File: config.mk
export PLATFORM = sky130hd
export DESIGN_NAME = stream_mux_n
export DESIGN_NICKNAME = d
export VERILOG_FILES = /design/src/rtl/stream_mux_n.sv
export SDC_FILE = /design/constraint.sdc
export NUM_CORES = 1
export LEC_CHECK = 0
export BUFFER_PORTS_ARGS = -buffer_cell sky130_fd_sc_hd__buf_4
export CAP_MARGIN = 10
export CORE_MARGIN = 5
export CORE_UTILIZATION = 31
export DETAILED_ROUTE_END_ITERATION = 7
export HOLD_SLACK_MARGIN = 0.15
export PLACE_DENSITY = 0.72
export SYNTH_ARGS = -nofsm -noshare
export SYNTH_HDL_FRONTEND = slang
export SYNTH_SLANG_ARGS = --single-unit
File: constraint.sdc
create_clock -name clk -period 4.2 [get_ports clk]
set_clock_uncertainty 0.1 [all_clocks]
set_input_delay 0.42 -clock clk [delete_from_list [all_inputs] [get_ports clk]]
set_output_delay 0.42 -clock clk [all_outputs]
set_load 0.005 [all_outputs]
File: src/rtl/stream_mux_n.sv
// stream_mux_n: N-to-1 registered stream mux with fixed-select or round-robin grant
module stream_mux_n #(
  parameter int CHANNELS = 4,
  parameter int WIDTH = 8,
  parameter int MODE = 0,
  localparam int SELW = CHANNELS > 2 ? $clog2(CHANNELS) : 1
) (
  input  logic                      clk,
  input  logic                      rst,
  input  logic [SELW-1:0]           sel,
  input  logic [CHANNELS*WIDTH-1:0] in_data,
  input  logic [CHANNELS-1:0]       in_valid,
  output logic [CHANNELS-1:0]       in_ready,
  output logic [WIDTH-1:0]          out_data,
  output logic                      out_valid,
  input  logic                      out_ready,
  output logic [SELW-1:0]           out_chan
);
  logic load_en, gv, rr_v, xfer;
  logic [SELW-1:0] g, rr_g, last, c;
  logic [WIDTH-1:0] ch_data [CHANNELS];
  for (genvar i = 0; i < CHANNELS; i++) begin : g_ch
    assign ch_data[i] = in_data[i*WIDTH +: WIDTH];
  end
  assign load_en = !out_valid || out_ready;
  // Scan downward so the candidate closest after last is written last and wins
  always_comb begin
    rr_g = '0;
    rr_v = 1'b0;
    c = '0;
    for (int k = CHANNELS; k >= 1; k--) begin
      c = SELW'((int'(last) + k) % CHANNELS);
      if (in_valid[c]) begin
        rr_g = c;
        rr_v = 1'b1;
      end
    end
  end
  assign g = MODE == 0 ? sel : rr_g;
  assign gv = MODE == 0 ? int'(sel) < CHANNELS : rr_v;
  assign in_ready = (gv && load_en && !rst) ? CHANNELS'(1) << g : '0;
  assign xfer = |(in_ready & in_valid);
  always_ff @(posedge clk) begin
    if (rst) begin
      out_valid <= 1'b0;
      out_data <= '0;
      out_chan <= '0;
      last <= SELW'(CHANNELS - 1);
    end else if (xfer) begin
      out_valid <= 1'b1;
      out_data <= ch_data[g];
      out_chan <= g;
      last <= g;
    end else if (out_ready) begin
      out_valid <= 1'b0;
    end
  end
endmodule

Word-level counts from Yosys, hierarchy flattened
Cells that the tools add are included.
{"block": "totals", "ram_bits": 0, "elab_cells": 19, "memories": 0, "mem_bits_ro": 0, "reg_bits": 11, "latch_bits": 0}
{"block": "classes", "shifts": 1, "n_mux": 6, "n_div": 0, "n_reduce_logical": 6, "n_eq_ne": 0, "n_lt_le_gt_ge": 1, "n_bitwise": 2, "addsub": 0, "mul": 0}
{"cell": "binary-select mux 8 bit (select 2 bit)", "n": 1}
{"cell": "2-to-1 mux 8 bit", "n": 2}
{"cell": "AND 4 bit", "n": 1}
{"cell": "2-to-1 mux 4 bit", "n": 1}
{"cell": "OR reduction 4 bit", "n": 1}
{"cell": "<< shifter 1 x 2 -> 4 bit (first input constant)", "n": 1}
{"cell": ">= comparator 3 bit (second input constant)", "n": 1}
{"cell": "NOT 2 -> 3 bit", "n": 1}
{"cell": "zero test 1 bit", "n": 2}
{"cell": "2-to-1 mux 1 bit", "n": 2}
{"cell": "nonzero test 2 bit", "n": 1}
{"cell": "logical AND 1 bit", "n": 1}
{"cell": "logical OR 1 bit", "n": 1}

Logic depth before layout (Yosys ltp)
Gate-level depths: netlist of the first run.
{"block": "depth", "word_depth": 7, "depth_mapped": 6, "depth_no_buf": 4}

Worst setup path before layout of the first run
OpenSTA, ideal clock, no wires.
{"block": "synth_path", "path_type": "input to register", "from": "input port sel[0]", "to": "register out_data[0]", "path_buffers": 2, "t_arrival_ns": 1.336, "cell_stages": 5, "setup_time_ns": 0.132, "path_slack_ns": 2.632, "t_required_ns": 3.968, "path_cell_list": "buf_6 buf_4 mux4_2 o21ai_1 a21oi_1"}
{"block": "synth_between", "elab_chain_cells": 4, "word_cells_on_any_way": 8}
{"element": "from (decl)", "line_no": "10", "text": "input logic [SELW-1:0] sel,"}
{"element": "<< shifter 1 x 2 -> 4 bit / NOT 2 -> 3 bit (equally long branches)", "line_no": "41, 51"}
{"element": "2-to-1 mux 4 bit / binary-select mux 8 bit (select 2 bit) (equally long branches)", "line_no": "41, 51"}
{"element": "AND 4 bit / 2-to-1 mux 8 bit (equally long branches)", "line_no": "42, 51"}
{"element": "OR reduction 4 bit / 2-to-1 mux 8 bit (equally long branches)", "line_no": "42, 51"}
{"element": "to (signal assigned)", "line_no": "51", "text": "out_data <= ch_data[g];"}
{"element": "to (decl)", "line_no": "14", "text": "output logic [WIDTH-1:0] out_data,"}
Several ways; a longest one is shown, not always the timed one. The select of a mux whose other input is x is not followed.
A chain may end at the register's enable or synchronous reset.

Worst setup path in the final report of the first run
{"block": "layout_path", "from": "register out_valid", "to": "output port in_ready[3]"}
{"block": "layout_between", "elab_chain_cells": 4}
{"element": "from (decl)", "line_no": "15", "text": "output logic out_valid,"}
{"element": "from (signal assigned)", "line_no": "45", "text": "out_valid <= 1'b0;"}
{"element": "from (signal assigned)", "line_no": "50", "text": "out_valid <= 1'b1;"}
{"element": "from (signal assigned)", "line_no": "55", "text": "out_valid <= 1'b0;"}
{"element": "zero test 1 bit", "line_no": "25", "text": "assign load_en = !out_valid || out_ready;"}
{"element": "logical OR 1 bit", "line_no": "25"}
{"element": "logical AND 1 bit", "line_no": "41", "text": "assign in_ready = (gv && load_en && !rst) ? CHANNELS'(1) << g : '0;"}
{"element": "2-to-1 mux 4 bit", "line_no": "41"}
{"element": "to (decl)", "line_no": "13", "text": "output logic [CHANNELS-1:0] in_ready,"}
No other way between the ends.

==> results.md, run 1 <==
- Slowest stage cell on the critical path: nor2b_1
- CTS tree: built
- Slew @ Worst Pin: 547.4 ps
- Crit path buffers/inverters: 1
- Clk_lat worst skew: ~260 ps
- Top Usage Layer GRT: met2
- Reg2Reg Launch Point: out_valid
- Relative slew slack: a little over three fifths
- Nets: between 150 and 200
- DP Cell Count: about 150
- Hold path endpoint: out_data[5]
- Reg2reg end: out_data[7]
- Via count: approximately 780
- PortBufs: 55
- Crit path max-delay family: simple AND/OR/NAND/NOR gates
- Max Transition Viols Final: 0
- Worst R2R Setup Slack: around 2600 ps
- Detailed Routing Iterations Pass 1: 4
- Postcts setup bufs: 0
- Routing usage on met3: under 10%
- Die X: 57.63 um
- Routed wire per std cell: between 10 and 15 um
- Tmin final: roughly 1800 ps
- Design Area, Final: approximately 1100 um2
- Die Y: ~58 um
- Vias in the first global route: between 800 and 900
- Synthesized area: 703.2 um2
- Initial Utilization: ~32%
- Global Route Usage Sum: between 10 and 15%
- Total grt overflow: 0
- DR iter-0 viols: 5
- Synth top area cells: dfxtp_1 (31%), mux4_2 (26%), a21oi_1 (7.1%)
- Arrival time worst endpoint: between 1000 and 1500 ps
- FFs w/ async S/R, synth: 0%
- Post-cts repair resize count: 0
- Hold buffer count at CTS: 0
- CP Launch Type: flip-flop
- Power Dens Cells: 249.6 nW/um2
- WL final: approximately 2300 um
- Synth cell types: 23
- Fraction of layout cells with a size suffix above 1: between 50% and 60%
- First-pass GRT wire length: ~3700 um
- Outcome: finished, final reports clean
- Post-synthesis net count: about 110
- Layout area overhead: 61.39%
- Num CTS Buffers: 3
- Hold WC Path Type: input pin to flip-flop
- Htree depth: 1
- Count of final hold-check violations: 0
- Post-Syn Instances: 70
- Critical Path RT: approximately 3700 ps
- P_leak: around 0.50 nW
- Worst Hold Depth: 2
- Crit path capture type: output port
- Critical path cell sequence: nor2b_1, nor4b_1, buf_4
- Antenna violations before repair: 0
- Final Wtd Congestion: between 0.7 and 0.8
- CTS sink cnt: 11
- Min-delay src: rst
- Antenna Nets Post-Route: 0
- Top Ports: 56
- Row cnt: 17
- Power, Total: around 0.28 mW
- Tcrit/Tclk final: between 40% and 50%
- Overall die area: approximately 3300 um2
- Worst VDD drop: roughly 0.16 mV
- Vias per inst: ~5
- Clk root buf: clkbuf_4
- Routing usage on met2: roughly a quarter
- Area share of the largest cell type after synthesis: between 30% and 40%
- Number of diodes: 0
- Crit path max fanout: 6
- Final TNS setup: 0 ps
- Core Util, Final: about 52%
- Final setup fails: 0
- Post-synthesis register bit count: 11
- RSZ-0062 raised after global routing: no
- Core Area: between 2000 and 2500 um2
- Worst reg2reg path depth: 4
- M1 GR Usage: 16.28%
- Synth Warn #: 0
- Largest net degree at the start of global routing: 16
- CTS clk-pin slew, worst paths: ~70 ps
- Post-Layout Cell Count: 151
- Max-capacitance violation count: 0
- Fill cells: slightly above 200
- Clock Path Buffers: 2
- CP Class: flip-flop to output port
- Placed instance area: about 1100 um2
- Mapped Avg Cell Area: around 10 um2
- Area leader, netlist: dfxtp_1
- DR DRC count: 0
- Post-synth EDFFs: 0
- Post-synth top flop: dfxtp_1
- Sequential-to-total area share from yosys stat: 31.32%
- Crit-path max cell delay: around 380 ps
- Maximum clock frequency: approximately 0.57 GHz
## cells in the mapped netlist, types with 2 or more instances
library cell	instances
nand3_1	10
mux4_2	8
nor4_1	2
dfxtp_1	11
nor4b_1	2
o21ai_1	9
a21oi_1	10
buf_4	3
## worst max path at each step
stage | cells after the start | to | from | slack, ps
5_1_grt | 3 | in_ready[2] | out_valid | 2320
6_report | 3 | in_ready[3] | out_valid | 2430
3_3_place_gp | 5 | out_data[5] | sel[0] | 2450
4_1_cts | 3 | in_ready[3] | out_valid | 2420
3_5_place_dp | 5 | out_data[1] | sel[0] | 2380
2_1_floorplan | 5 | out_data[0] | sel[0] | 2630
## routing by layer
| layer | vias to the layer above | part of all wire (%) | routed length (um) |
|---|---|---|---|
| li1 | 379 | - | - |
| met1 | 363 | 40 | 906 |
| met2 | 34 | 50 | 1122 |
| met3 | 2 | 9.5 | 215 |
| met4 | 0 | 0.36 | 8 |
| met5 | - | 0 | 0 |
## power by group
| group | switching, mW | internal [mW] | total, mW | leakage, nW |
|---|---|---|---|---|
| combinational | 0.0357 | 0.0583 | 0.0940 | 0.397 |
| sequential | 0.00557 | 0.113 | 0.119 | 0.0906 |
| clock | 0.0338 | 0.0367 | 0.0705 | 0.0150 |
| total | 0.0751 | 0.208 | 0.283 | 0.503 |
## flip-flops by register name, indices dropped and copies added (netlist names)
register / cells
out_chan: 2
out_valid: 1
out_data: 8
## area by class of cell
cell class                 count  area (um2)  area share, %
multi-input combinational     52       436.7          38.48
clock buffer                   4       26.28          2.315
tap                           28       35.03          3.087
sequential                    11       220.2          19.40
timing repair buffer          55       412.9          36.38
inverter                       1       3.754         0.3308
## stage by stage
stage | hold WS, ps | setup WS (ps)
finish | 340.3 | 2435
global placement | 360.8 | 2448
detailed placement | 362.3 | 2382
global route | 345.1 | 2319
CTS | 338.5 | 2422
floorplan | 353.7 | 2632
## placed cells by master (no fill, tap or decap), drive strengths merged, types with 2 or more instances in the layout
cell / n
nor4: 2
a21oi: 11
o21ai: 10
nand3: 10
dfxtp: 11
nor4b: 2
buf: 55
mux4: 8
clkbuf: 4
## worst register-to-register path, stage by stage, from the launching register on
cell and delay [ps]:
dfxtp_1 360, nor2b_1 380, or3_1 390, nand3_1 130, a21oi_1 150
## logic make-up (layout without fill, tap and decap cells)
kind of cell	count (synthesis)	in the layout	share of synthesized area (%)
AO/OA/AOI/OAI	21	21	15.48
flip-flops	11	11	31.32
buffers and inverters	7	60	6.582
multiplexers	10	10	29.18
AND/OR/NAND/NOR	21	21	17.44
(Power assumes the default switching activity.)
==> run 2, diff against run 1 <==
- clock period: 4.2 -> 1.69 ns (I/O delays scaled with it)
==> run 2 against run 1 <==
Sequential power increased by 150%. Setup slack lost 2400 ps. Total power grew to 2.5 times the previous value. Clock-buffer cell count shrank 1. Die area is the same. Routed wire length up 2.7%. Clock power up 150%. Register-to-register slack worse by 2500 ps. Global-route usage about the same. Critical path type is now input pin to output port.
==> results.md, run 2 (synthesized netlist as in run 1, its figures left out) <==
- Outcome: finished, final reports clean (unchanged)
- Core Area: 2191 um2 (unchanged)
- Top Ports: 56 (unchanged)
- Crit path max-delay family: buffers and inverters (was simple AND/OR/NAND/NOR gates)
- Clk root buf: clkbuf_4 (unchanged)
- Comb power frac: 34.0% (was 33.2%)
- Htree depth: 1 (unchanged)
- Worst Hold Depth: 3 (was 2)
- Maximum clock frequency: around 0.62 GHz
- Arrival time worst endpoint: 1340 ps (was 1250 ps)
- Critical path cell sequence: dlygate4sd3_1, buf_4, nor4b_1, buf_4 (was nor2b_1, nor4b_1, buf_4)
- Slowest stage cell on the critical path: dlygate4sd3_1 (was nor2b_1)
- Power, Total: 0.7102 mW (was 0.2832 mW)
- Max Transition Viols Final: 0 (unchanged)
- Crit path max fanout: 15 (was 6)
- Final TNS setup: 0 ps (unchanged)
- Tcrit/Tclk final: ~95%
- Min-delay src: sel[0] (was rst)
- Largest net degree at the start of global routing: 16 (unchanged)
- Sw frac: 27.11% (was 26.51%)
- Most frequent cells in the layout: buf_4 (55), dfxtp_1 (11), nand3_1 (10), a21oi_1 (10), o21ai_1 (9) (unchanged)
- Final setup fails: 0 (unchanged)
- WL final: 2314 um (was 2253 um)
- CTS clk-pin slew, worst paths: 80 ps (was 70 ps)
- Initial Utilization: 32.10% (unchanged)
- Global Route Usage Sum: 13.71% (was 13.72%)
- Slew @ Worst Pin: 582.4 ps (was 547.4 ps)
- Worst reg2reg path depth: 4 (unchanged)
- Critical Path RT: 1420 ps (was 3680 ps)
- Biggest regs: out_data (8), out_chan (2), out_valid (1) (unchanged)
- Overall die area: 3321 um2 (unchanged)
- Sequential share of power: 41.4% (was 41.9%)
- RSZ-0062 raised after global routing: no (unchanged)
- Reg2Reg Launch Point: out_valid (unchanged)
- CP dominant cell by count: buf_4
- CTS tree: built (unchanged)
- Largest Register: out_data (unchanged)
- Count of final hold-check violations: 0 (unchanged)
- Psw: 0.1925 mW (was 0.07510 mW)
- Fill cells: 218 (was 207)
- DR iter-0 viols: 11 (was 5)
- Vias per inst: 5.144 (was 5.152)
- Routed wire per std cell: 15.12 um (was 14.92 um)
- Worst R2R Setup Slack: 170 ps (was 2630 ps)
- CP Depth: 4 (was 3)
- Die X: 57.63 um (unchanged)
- Hold WC Path Type: input pin to flip-flop (unchanged)
- Hold path endpoint: out_chan[0] (was out_data[5])
- Int Power: 0.5176 mW (was 0.2081 mW)
- Number of diodes: 0 (unchanged)
- Detailed Routing Iterations Pass 1: 4 (unchanged)
- Layout area overhead: 65.66% (was 61.39%)
- Reg2reg end: out_data[5] (was out_data[7])
- Max-capacitance violation count: 0 (unchanged)
- First-pass GRT wire length: 3615 um (was 3650 um)
- Clock Path Buffers: 2 (unchanged)
- Fraction of layout cells with a size suffix above 1: 57.60% (was 56.10%)
- Via count: 787 (was 778)
- Tmin final: roughly 1600 ps
- CP Class: input pin to output port (was flip-flop to output port)
- Final Wtd Congestion: 0.7741 (was 0.7911)
- CTS sink cnt: 11 (unchanged)
- P_leak: 0.5161 nW (was 0.5028 nW)
- PortBufs: 55 (unchanged)
- Antenna Nets Post-Route: 0 (unchanged)
- Clock power frac: 24.6% (was 24.9%)
- Crit path capture type: output port (unchanged)
- Power Dens Cells: 609.6 nW/um2 (was 249.6 nW/um2)
- Largest register FFs: 8 (unchanged)
- Postcts setup bufs: 0 (unchanged)
- Total grt overflow: 0 (unchanged)
- Crit-path max cell delay: 530 ps (was 380 ps)
- Relative slew slack: 60.96% (was 63.31%)
- Antenna violations before repair: 0 (unchanged)
- Nets: 167 (was 165)
- Worst VDD drop: 0.2565 mV (was 0.1580 mV)
- Clk_lat worst skew: 260 ps (about the same)
- Commonest non-fill, non-tap cell in the layout: buf_4 (unchanged)
- Num CTS Buffers: 3 (unchanged)
- Die Y: 57.63 um (unchanged)
- Crit path buffers/inverters: 3 (was 1)
- CP Launch Type: input pin (was flip-flop)
- DR DRC count: 0 (unchanged)
- Vias in the first global route: 831 (was 813)
- Row cnt: 17 (unchanged)
==> run 2: changes by cell type in the layout (fill, tap and decap cells not counted), sizes merged <==
cell / change
dlygate4sd3: +2
clkinv: +1
clkbuf: -1
==> run 2: worst max path at each step <==
stage	to	startpoint
floorplan	out_chan[1]	out_valid
global placement	out_data[5]	sel[0]
detailed placement	out_data[5]	sel[0]
CTS	in_ready[1]	rst
global route	in_ready[3]	rst
finish	in_ready[3]	rst
==> run 2: timing repair <==
| item | CTS | global route |
|---|---|---|
| setup endpoints to repair | 0 | 8 |
| hold endpoints to repair | 11 | 0 |
| gates resized for setup | 0 | 2 |
| hold buffers | 2 | 0 |
==> run 2: per-layer routing <==
metal / vias to the layer above / wire, um / global-route usage [%]
met5: - / 0 / 0
met4: 0 / 13 / 3.974
met1: 363 / 910 / 14.89
met2: 39 / 1165 / 25.32
met3: 2 / 225 / 4.232
li1: 383 / - / -
==> run 2: cell type report <==
type | count | area (um2) | share of cell area [%]
Clock inverter | 1 | 5.005 | 0.4296
Inverter | 1 | 3.754 | 0.3222
Sequential cell | 11 | 220.2 | 18.90
Timing Repair Buffer | 57 | 432.9 | 37.16
Multi-Input combinational cell | 52 | 445.4 | 38.24
Clock buffer | 3 | 22.52 | 1.933
Tap cell | 28 | 35.03 | 3.008
==> run 2: worst min-delay path: cells and delay by family <==
kind,cells,cell delay [ps]
AOI/OAI and AO/OA,2,150
buffers and inverters,1,190
==> run 2: stage by stage <==
| step | util (%) | std cells | setup slack, ps | area (um2) | hold slack [ps] |
|---|---|---|---|---|---|
| 2_1_floorplan | - | 70 | 319.0 | 703.2 | 138.1 |
| 3_3_place_gp | 50.60 | 147 | 179.8 | 1109 | 348.6 |
| 3_5_place_dp | 50.60 | 147 | 96.84 | 1109 | 360.6 |
| 4_1_cts | 52.77 | 153 | 12.10 | 1156 | 196.8 |
| 5_1_grt | 53.17 | 153 | 0.9170 | 1165 | 230.6 |
| 6_report | 53.17 | 153 | 77.68 | 1165 | 196.5 |
==> run 2: power groups by stage <==
stage                     logic (mW)  registers (mW)  clock network [mW]
after floorplan                0.114           0.300                   0
after global placement         0.229           0.300                   0
after detailed placement       0.238           0.301                   0
after CTS                      0.242           0.294               0.181
after global routing           0.264           0.297               0.185
final                          0.241           0.294               0.175
==> run 3, diff against run 2 <==
- SETUP_SLACK_MARGIN: unset -> 0.3
==> run 3 against run 2 <==
Die area is the same. Maximum frequency increased by 16%. Largest cell class unchanged. Routed wire length increased by 2.3%. Sequential share of layout area down 1.0 points.
==> results.md, run 3 (synthesized netlist as in run 1, its figures left out) <==
- DR DRC count: 0 (unchanged)
- Crit-path max cell delay: 330 ps (was 530 ps)
- Total grt overflow: 0 (unchanged)
- Detailed Routing Iterations Pass 1: 4 (unchanged)
- Row cnt: 17 (unchanged)
- Layout area overhead: 76.16% (was 65.66%)
- Sw frac: 27.43% (was 27.11%)
- CTS sink cnt: 11 (unchanged)
- Worst Hold Depth: 3 (unchanged)
- Htree depth: 1 (unchanged)
- Hold_ws: 161.3 ps (was 196.5 ps)
- Largest Register: out_data (unchanged)
- Hold WC Path Type: input pin to flip-flop (unchanged)
- Int Power: 0.5359 mW (was 0.5176 mW)
- Relative slew slack: 71.92% (was 60.96%)
- Max-capacitance violation count: 0 (unchanged)
- Overall die area: 3321 um2 (unchanged)
- Number of diodes: 0 (unchanged)
- Crit path buffers/inverters: 1 (was 3)
- Crit path max fanout: 6 (was 15)
- Maximum clock frequency: 0.7191 GHz (was 0.6202 GHz)
- Antenna Nets Post-Route: 0 (unchanged)
- Clk root buf: clkbuf_4 (unchanged)
- Num CTS Buffers: 3 (unchanged)
- DR iter-0 viols: 7 (was 11)
- CTS clk-pin slew, worst paths: 80 ps (about the same)
- Final setup fails: 0 (unchanged)
- Arrival time worst endpoint: 1120 ps (was 1340 ps)
- CP startpoint: out_valid (was rst)
- Outcome: finished, final reports clean (unchanged)
- Global Route Usage Sum: 14.17% (was 13.71%)
- Antenna violations before repair: 0 (unchanged)
- Largest register FFs: 8 (unchanged)
- Crit path capture type: output port (unchanged)
- Power, Total: 0.7385 mW (was 0.7102 mW)
- Initial Utilization: 32.10% (unchanged)
- Vias per inst: 5.179 (was 5.144)
- Final Wtd Congestion: 0.7741 (unchanged)
- Die Y: 57.63 um (unchanged)
- Most frequent cells in the layout: buf_4 (56), a21oi_1 (10), dfxtp_1 (10) (was buf_4 (55), dfxtp_1 (11), nand3_1 (10), a21oi_1 (10), o21ai_1 (9))
- Critical path cell sequence: nor2b_4, nor4b_2, buf_4 (was dlygate4sd3_1, buf_4, nor4b_1, buf_4)
- Die X: 57.63 um (unchanged)
- Slowest stage cell on the critical path: dfxtp_2 (was dlygate4sd3_1)
- Sequential share of power: 39.9% (was 41.4%)
- Clk_lat worst skew: 270 ps (was 260 ps)
- PortBufs: 55 (unchanged)
- Comb power frac: 36.3% (was 34.0%)
- Nets: 170 (was 167)
- Critical Path RT: 1420 ps (about the same)
- Slew @ Worst Pin: 409.4 ps (was 582.4 ps)
- Routed wire per std cell: 15.17 um (was 15.12 um)
- Biggest regs: out_data (8), out_chan (2), out_valid (1) (unchanged)
- Worst reg2reg path depth: 6 (was 4)
- Clock power frac: 23.8% (was 24.6%)
- Psw: 0.2026 mW (was 0.1925 mW)
- WL final: 2367 um (was 2314 um)
- Worst VDD drop: 0.2706 mV (was 0.2565 mV)
- Largest net degree at the start of global routing: 16 (unchanged)
- Count of final hold-check violations: 0 (unchanged)
- Tcrit/Tclk final: 82.28% (was 95.40%)
- Core Area: 2191 um2 (unchanged)
- First-pass GRT wire length: 3705 um (was 3615 um)
- CP Depth: 3 (was 4)
- Power Dens Cells: 596.2 nW/um2 (was 609.6 nW/um2)
- Tmin final: 1391 ps (was 1612 ps)
- RSZ-0062 raised after global routing: yes (was no)
- Min-delay src: out_ready (was sel[0])
- Reg2Reg Launch Point: out_valid (unchanged)
- Vias in the first global route: 837 (was 831)
- Clock Path Buffers: 2 (unchanged)
- Commonest non-fill, non-tap cell in the layout: buf_4 (unchanged)
- Final TNS setup: 0 ps (unchanged)
- CP Class: flip-flop to output port (was input pin to output port)
- P_leak: 0.5466 nW (was 0.5161 nW)
- Fraction of layout cells with a size suffix above 1: 64.06% (was 57.60%)
- CP Launch Type: flip-flop (was input pin)
- CTS tree: built (unchanged)
- Fill cells: 205 (was 218)
- Crit path max-delay family: simple AND/OR/NAND/NOR gates (was buffers and inverters)
- Via count: 808 (was 787)
- Max Transition Viols Final: 0 (unchanged)
- Top Ports: 56 (unchanged)
[run 3: changes by cell type in the layout (fill, tap and decap cells not counted), sizes merged]
cell	before	now
dlygate4sd3	2	1
buf	55	59
[run 3: power groups by stage]
stage	Sequential (mW)	Combinational [mW]	Clock [mW]
floorplan	0.300	0.114	0
global placement	0.300	0.229	0
detailed placement	0.301	0.238	0
CTS	0.294	0.261	0.181
global route	0.297	0.292	0.185
finish	0.295	0.268	0.176
[run 3: worst register-to-register path, delay by kind of cell, from the launching register on]
| kind | cells | cell delay [ps] |
|---|---|---|
| flops | 1 | 340 |
| buf+inv | 2 | 290 |
| simple gates | 2 | 290 |
| compound gates | 2 | 210 |
[run 3: timing repair]
item | in CTS | in global routing
gates cloned | 0 | 0
resized for setup | 7 | 5
setup endpoints to repair | 14 | 7
endpoints found under the hold margin | 11 | 11
pin swaps | 2 | 3
buffers inserted | 4 | 0
[run 3: through the flow]
step / util [%] / instances / area [um2] / setup slack [ps]
6_report: 56.54 / 156 / 1239 / 299.4
2_1_floorplan: - / 70 / 703.2 / 319.0
3_5_place_dp: 50.60 / 147 / 1109 / 96.84
5_1_grt: 56.54 / 156 / 1239 / 244.9
4_1_cts: 55.05 / 155 / 1206 / 251.4
3_3_place_gp: 50.60 / 147 / 1109 / 179.8
[run 3: final cells by class]
| cell class | instances | area [um2] | area share, % |
|---|---|---|---|
| clock inverter | 1 | 5.005 | 0.4040 |
| tap | 28 | 35.03 | 2.828 |
| multi-input combinational | 52 | 478.0 | 38.59 |
| clock buffer | 3 | 22.52 | 1.818 |
| inverter | 1 | 3.754 | 0.3030 |
| timing repair buffer | 60 | 473.0 | 38.18 |
| sequential | 11 | 221.5 | 17.88 |
[run 3: final timing paths]
path / to / slack [ps]
min reg2reg: out_data[6] / 370
min: out_valid / 160
max reg2reg: out_data[0] / 350
max: in_ready[1] / 300
[run 3: layer usage]
metal	vias to the layer above	global-route usage [%]	wire [um]
met5	-	0	0
met4	0	3.974	13
met3	2	4.232	204
met2	32	25.97	1150
met1	384	15.71	998
li1	390	-	-
